<file path="config.mk">
export PLATFORM = sky130hd
export DESIGN_NAME = fetch_unit
export DESIGN_NICKNAME = d
export VERILOG_FILES = /design/src/rtl/fetch_unit.sv
export SDC_FILE = /design/constraint.sdc
export NUM_CORES = 1
export LEC_CHECK = 0
export ABC_AREA = 0
export CELL_PAD_IN_SITES_DETAIL_PLACEMENT = 1
export CELL_PAD_IN_SITES_GLOBAL_PLACEMENT = 2
export CORE_ASPECT_RATIO = 0.9
export CORE_MARGIN = 1.5
export CORE_UTILIZATION = 27
export CTS_CLUSTER_DIAMETER = 150
export DETAILED_ROUTE_END_ITERATION = 12
export HOLD_SLACK_MARGIN = 0.05
export PLACE_DENSITY = 0.82
export RECOVER_POWER = 50
export SLEW_MARGIN = 25
export SYNTH_ARGS = -nofsm -noshare
export SYNTH_HDL_FRONTEND = slang
export SYNTH_SLANG_ARGS = --single-unit
export TNS_END_PERCENT = 50
</file>
<file path="constraint.sdc">
create_clock -name clk -period 3.7 [get_ports clk]
set_input_delay 0.37 -clock clk [delete_from_list [all_inputs] [get_ports clk]]
set_output_delay 0.37 -clock clk [all_outputs]
set_load 0.05 [all_outputs]
</file>
<file path="src/rtl/fetch_unit.sv">
// fetch_unit: instruction-fetch stage for the single-cycle RV32 core.
// Owns the PC, issues valid/ready requests to instruction memory, holds each
// fetched instruction stable for the control unit until it retires, and then
// forms the next PC from pc_sel, the branch outcome and the offsets.
//
// Ports:
//   clk, rst                       core clock, synchronous active-high reset
//   pc_sel, branch_taken           next-PC select and BEQ outcome
//   br_offset, jmp_offset          sign-extended byte offsets
//   imem_req_valid/ready/addr      fetch request channel
//   imem_rsp_valid/data            fetch response channel
//   instr_valid/ready              handshake with the core for the held instr
//   instr, pc, opcode, funct3      held instruction, its PC and decode slices
//   misalign                       sticky: a computed next PC was not word aligned

package fetch_unit_pkg;

  typedef enum logic [1:0] {
    PC_4   = 2'd0,
    PC_BEQ = 2'd1,
    PC_J   = 2'd2
  } PC_sel_e;

  typedef enum logic [6:0] {
    OP_LOAD   = 7'h03,
    OP_I      = 7'h13,
    OP_AUIPC  = 7'h17,
    OP_STORE  = 7'h23,
    OP_R      = 7'h33,
    OP_LUI    = 7'h37,
    OP_BRANCH = 7'h63,
    OP_JAL    = 7'h6F
  } opcode_e;

  typedef enum logic [2:0] {
    F3_0 = 3'd0,
    F3_1 = 3'd1,
    F3_2 = 3'd2,
    F3_3 = 3'd3,
    F3_4 = 3'd4,
    F3_5 = 3'd5,
    F3_6 = 3'd6,
    F3_7 = 3'd7
  } funct3_e;

endpackage

// state  | meaning
// S_REQ  | request pending on imem, address held at pc
// S_WAIT | request accepted, waiting for response data
// S_HOLD | instruction held and valid, waiting for core to retire it
// S_HALT | misaligned next PC computed; idle until reset
module fetch_unit
  import fetch_unit_pkg::*;
#(
  parameter int              XLEN     = 32,
  parameter int              ILEN     = 32,
  parameter logic [XLEN-1:0] RESET_PC = '0
) (
  input  logic            clk,
  input  logic            rst,
  input  PC_sel_e         pc_sel,
  input  logic            branch_taken,
  input  logic [XLEN-1:0] br_offset,
  input  logic [XLEN-1:0] jmp_offset,
  output logic            imem_req_valid,
  input  logic            imem_req_ready,
  output logic [XLEN-1:0] imem_req_addr,
  input  logic            imem_rsp_valid,
  input  logic [ILEN-1:0] imem_rsp_data,
  output logic            instr_valid,
  input  logic            instr_ready,
  output logic [ILEN-1:0] instr,
  output logic [XLEN-1:0] pc,
  output opcode_e         opcode,
  output funct3_e         funct3,
  output logic            misalign
);

  typedef enum logic [1:0] {
    S_REQ  = 2'd0,
    S_WAIT = 2'd1,
    S_HOLD = 2'd2,
    S_HALT = 2'd3
  } state_e;

  state_e          state, state_nxt;
  logic [XLEN-1:0] pc_q;
  logic [ILEN-1:0] instr_q;
  logic            misalign_q;
  logic [XLEN-1:0] next_pc;
  logic [XLEN-1:0] pc_plus4;
  logic            retire;
  logic            next_misaligned;

  assign pc_plus4        = pc_q + XLEN'(4);
  assign retire          = (state == S_HOLD) && instr_ready;
  assign next_misaligned = |next_pc[1:0];

  always_comb begin
    next_pc = pc_plus4;
    case (pc_sel)
      PC_4:    next_pc = pc_plus4;
      PC_BEQ:  next_pc = branch_taken ? (pc_q + br_offset) : pc_plus4;
      PC_J:    next_pc = pc_q + jmp_offset;
      default: next_pc = pc_plus4;
    endcase
  end

  // State register
  always_ff @(posedge clk) begin
    if (rst) state <= S_REQ;
    else     state <= state_nxt;
  end

  // Next-state logic
  always_comb begin
    state_nxt = state;
    case (state)
      S_REQ:  if (imem_req_ready) state_nxt = S_WAIT;
      S_WAIT: if (imem_rsp_valid) state_nxt = S_HOLD;
      S_HOLD: if (instr_ready)    state_nxt = next_misaligned ? S_HALT : S_REQ;
      S_HALT: state_nxt = S_HALT;
      default: state_nxt = S_REQ;
    endcase
  end

  // Outputs; the request is masked by rst so nothing is offered while in reset
  always_comb begin
    imem_req_valid = (state == S_REQ) && !rst;
    imem_req_addr  = pc_q;
    instr_valid    = (state == S_HOLD);
  end

  // Datapath registers
  always_ff @(posedge clk) begin
    if (rst) begin
      pc_q       <= RESET_PC;
      instr_q    <= '0;
      misalign_q <= 1'b0;
    end else begin
      if (state == S_WAIT && imem_rsp_valid) instr_q <= imem_rsp_data;
      if (retire) pc_q <= next_pc;
      if (retire && next_misaligned) misalign_q <= 1'b1;
    end
  end

  assign instr    = instr_q;
  assign pc       = pc_q;
  assign misalign = misalign_q;
  assign opcode   = opcode_e'(instr_q[6:0]);
  assign funct3   = funct3_e'(instr_q[14:12]);

endmodule

</file>
==> summary.txt <==
Power
  • Leakage power: approximately 4.2 nW
  • Pwr Density: 238.3 nW/µm²
  • Peak VDD IR: ~0.15 mV
  • Overall power: 2.419 mW

Yosys
  • Most used flip-flop cell after synthesis: dfxtp_1
  • Syn Nets: roughly 1200
  • Synth Area in Simple Gates: about a quarter
  • Async S/R FF share, synth: 0%
  • Post-Syn Area: 7575 µm²
  • Post-Synth XOR/XNOR Area: under 10%
  • Post-Synth Adder-Cell Area: approximately 11%
  • Synth cell types: 78
  • Post-synthesis compound-gate area fraction: between 30% and 40%
  • Synthesized netlist cell count: ~1100
  • Sequential fraction of the synthesis area: 17.71%
  • FF+latch count, synth: between 60 and 70
  • Main combinational cell family by area after synthesis: compound AO/OA/AOI/OAI gates
  • Mux cell area share after synthesis: between 1 and 1.5%
  • Yosys warns: 0
  • Post-synth EDFFs: 0
  • Mean Syn Cell Area: between 7 and 8 µm²

Worst setup path
  • Worst path top cell family by delay: compound AO/OA/AOI/OAI gates
  • Crit path max fanout: 5
  • Startpoint Class: input port
  • Slowest CP cell: clkdlybuf4s50_1
  • Crit path top cell by count: a31oi_1
  • CP Data Arrival Time: approximately 3600 ps
  • Crit path capture type: flop
  • Setup CP Type: input port to flop
  • CP startpoint: br_offset[0]
  • Critical path required time: around 4000 ps
  • Cells along the critical path: clkdlybuf4s50_1, ha_1, fa_1, a21o_1, a31oi_1, buf_4, o211ai_1, a31oi_1, a31oi_1, a41oi_1, mux2i_1, o31a_1
  • Crit-path max cell delay: roughly 420 ps
  • Reg2Reg Launch Point: imem_req_addr[0]$_SDFFE_PP0P_
  • Buffers & Inverters on Critical Path: 2

STA
  • Setup TNS: 0 ps
  • Fin. max-slew vios: 0
  • Worst Clk Skew: 12.33 ps
  • PnR worst setup slack: 392.8 ps
  • Hold Fails Final Rpt: 0
  • Crit path time final: approximately 3300 ps
  • Setup-failing EPs final: 0
  • Max_slew headroom: about 3%
  • RSZ-0062 raised after global routing: false
  • Maximum clock frequency: about 300 MHz
  • Tcrit/Tclk final: between 80% and 90%
  • Slew @ Worst Pin: 1454 ps

Worst hold path
  • Type of the most critical hold path: flop to flop
  • Hold path start: instr[17]$_SDFFE_PP0P_

Clock tree
  • CTS sink cnt: 67
  • Clock Latency Late Sink: between 300 and 400 ps
  • Total CTS buffers: 9
  • Clock-pin slew on the worst setup and hold paths: 70 ps
  • Setup bufs post-CTS: 0
  • Bufs on Longest Clock Path: 2
  • Post_cts resized: 0
  • H-tree depth: 3
  • CTS root buf: clkbuf_16
  • Hold_buf cts: 0
  • CTS tree: done

Global routing
  • Gr ovfl total: 0
  • Antenna violations before repair: 0
  • GRT Resource Usage Total: 21.83%
  • Vias in the first global route: approximately 8800
  • First-pass GRT wire length: approximately 50000 µm
  • Largest net degree at the start of global routing: 43

Floorplanning
  • Rows: 57
  • Chip Height: around 160 µm
  • IO Pins: between 200 and 250
  • Core Area: about 27000 µm²
  • Initial Utilization: approximately 28%
  • Die Width: about 180 µm
  • Die area: approximately 29000 µm²

Placement
  • Setup WS pre-CTS: 82.22 ps
  • Port buffer count: 212
  • DP HPWL: about 26000 µm
  • GPL Wtd Cong: 0.8987
  • Placed inst area: approximately 9900 µm²

Finish
  • Commonest non-fill, non-tap cell in the layout: clkdlybuf4s50_1
  • Layout area overhead: 34.01%
  • Final Cell Area: ~10000 µm²
  • Most frequent cells in the layout: 154 x clkdlybuf4s50_1, 134 x nand2_1, 127 x a21oi_1
  • Fraction of layout cells with a size suffix above 1: between 5 and 6%
  • Nets: about 1400
  • N_diodes: 0

Detailed routing
  • Pre-Repair DR Iteration Count: 5
  • DR WL/cell: between 20 and 25 µm
  • Detail Route Antenna Nets: 0
  • Vias/cell: about 5.6
  • Drt drc: 0
  • 1st-iter DRT viols: 514
  • DR vias: 8799
  • Drt total wl: between 30000 and 40000 µm

Run status
  • Status: finished, final reports clean

Run
  • Max cap viols: 0
==> final cells by class <==
type	instances	area (µm²)
multi-input combinational	880	5633
timing repair buffer	243	2346
fill	3399	17160
inverter	23	86.33
clock buffer	9	225.2
clock inverter	7	76.32
tap	354	442.9
sequential	67	1341
==> through the flow <==
| step | utilization (%) | std cells | hold WS [ps] |
|---|---|---|---|
| after floorplan | - | 1060 | 488.0 |
| after global placement | 36.07 | 1567 | 442.2 |
| after detailed placement | 36.07 | 1567 | 452.3 |
| after CTS | 37.18 | 1583 | 460.0 |
| after global routing | 37.16 | 1583 | 476.3 |
| final | 37.16 | 1583 | 453.4 |
==> worst min-delay path: stages (launching register included) <==
cell     delay, ps
dfxtp_1        300
nand2_1         50
a21oi_1         50
==> logic make-up (layout without fill, tap and decap cells) <==
kind of cell	count (synthesis)	count (layout)
mux	10	10
flops	67	67
compound gates	389	389
fa+ha+maj	67	67
xor+xnor	39	39
buf+inv	113	282
simple gates	375	375
==> flip-flops by register name (all words and copies together) (netlist names) <==
register,count
instr,32
state,2
misalign,1
imem_req_addr,32
==> metal layers <==
metal  vias up  part of all wire (%)  track usage, %
met2       299                    44           35.47
met4         0                   1.2           4.508
met1      4218                    49           30.50
met5         -                     0               0
li1       4252                     -               -
met3        30                   5.7           3.341
==> synthesized netlist by cell type, types with 6 or more instances <==
master / n / area [µm²]
a211oi_1: 14 / 105.1
a21o_1: 33 / 247.7
a21oi_1: 127 / 635.6
a22oi_1: 9 / 67.56
a31oi_1: 22 / 137.6
and3_1: 22 / 137.6
and4_1: 11 / 96.34
buf_4: 43 / 322.8
clkbuf_1: 38 / 142.6
dfxtp_1: 67 / 1341
ha_1: 65 / 813.3
inv_1: 23 / 86.33
mux2i_1: 9 / 90.09
nand2_1: 134 / 503.0
nand2b_1: 8 / 50.05
nand3_1: 28 / 140.1
nand3b_1: 6 / 45.04
nand4_1: 18 / 112.6
nor2_1: 71 / 266.5
nor2b_1: 7 / 43.79
nor3_1: 32 / 160.2
nor4_1: 7 / 43.79
o211ai_1: 10 / 75.07
o21a_1: 13 / 97.59
o21ai_0: 76 / 380.4
o21bai_1: 6 / 45.04
o22ai_1: 7 / 43.79
o31a_1: 6 / 52.55
o31ai_1: 8 / 60.06
or2_2: 8 / 50.05
or3_1: 11 / 68.82
xnor2_1: 22 / 192.7
xor2_1: 17 / 148.9
==> path summary, 6_finish.rpt <==
kind,slack [ps],cells past startpoint,end
setup / recovery,390,12,imem_req_addr[30]$_SDFFE_PP0P_
hold / removal,450,2,instr[17]$_SDFFE_PP0P_
setup reg to reg,430,11,imem_req_addr[30]$_SDFFE_PP0P_
hold reg to reg,450,2,instr[17]$_SDFFE_PP0P_
==> power breakdown <==
group / leakage (nW) / internal (mW) / switching [mW]
logic: 3.51 / 0.292 / 0.452
clock network: 0.142 / 0.526 / 0.382
registers: 0.543 / 0.744 / 0.0237
total: 4.19 / 1.56 / 0.857
No activity file was read; power rests on OpenSTA's default activity.
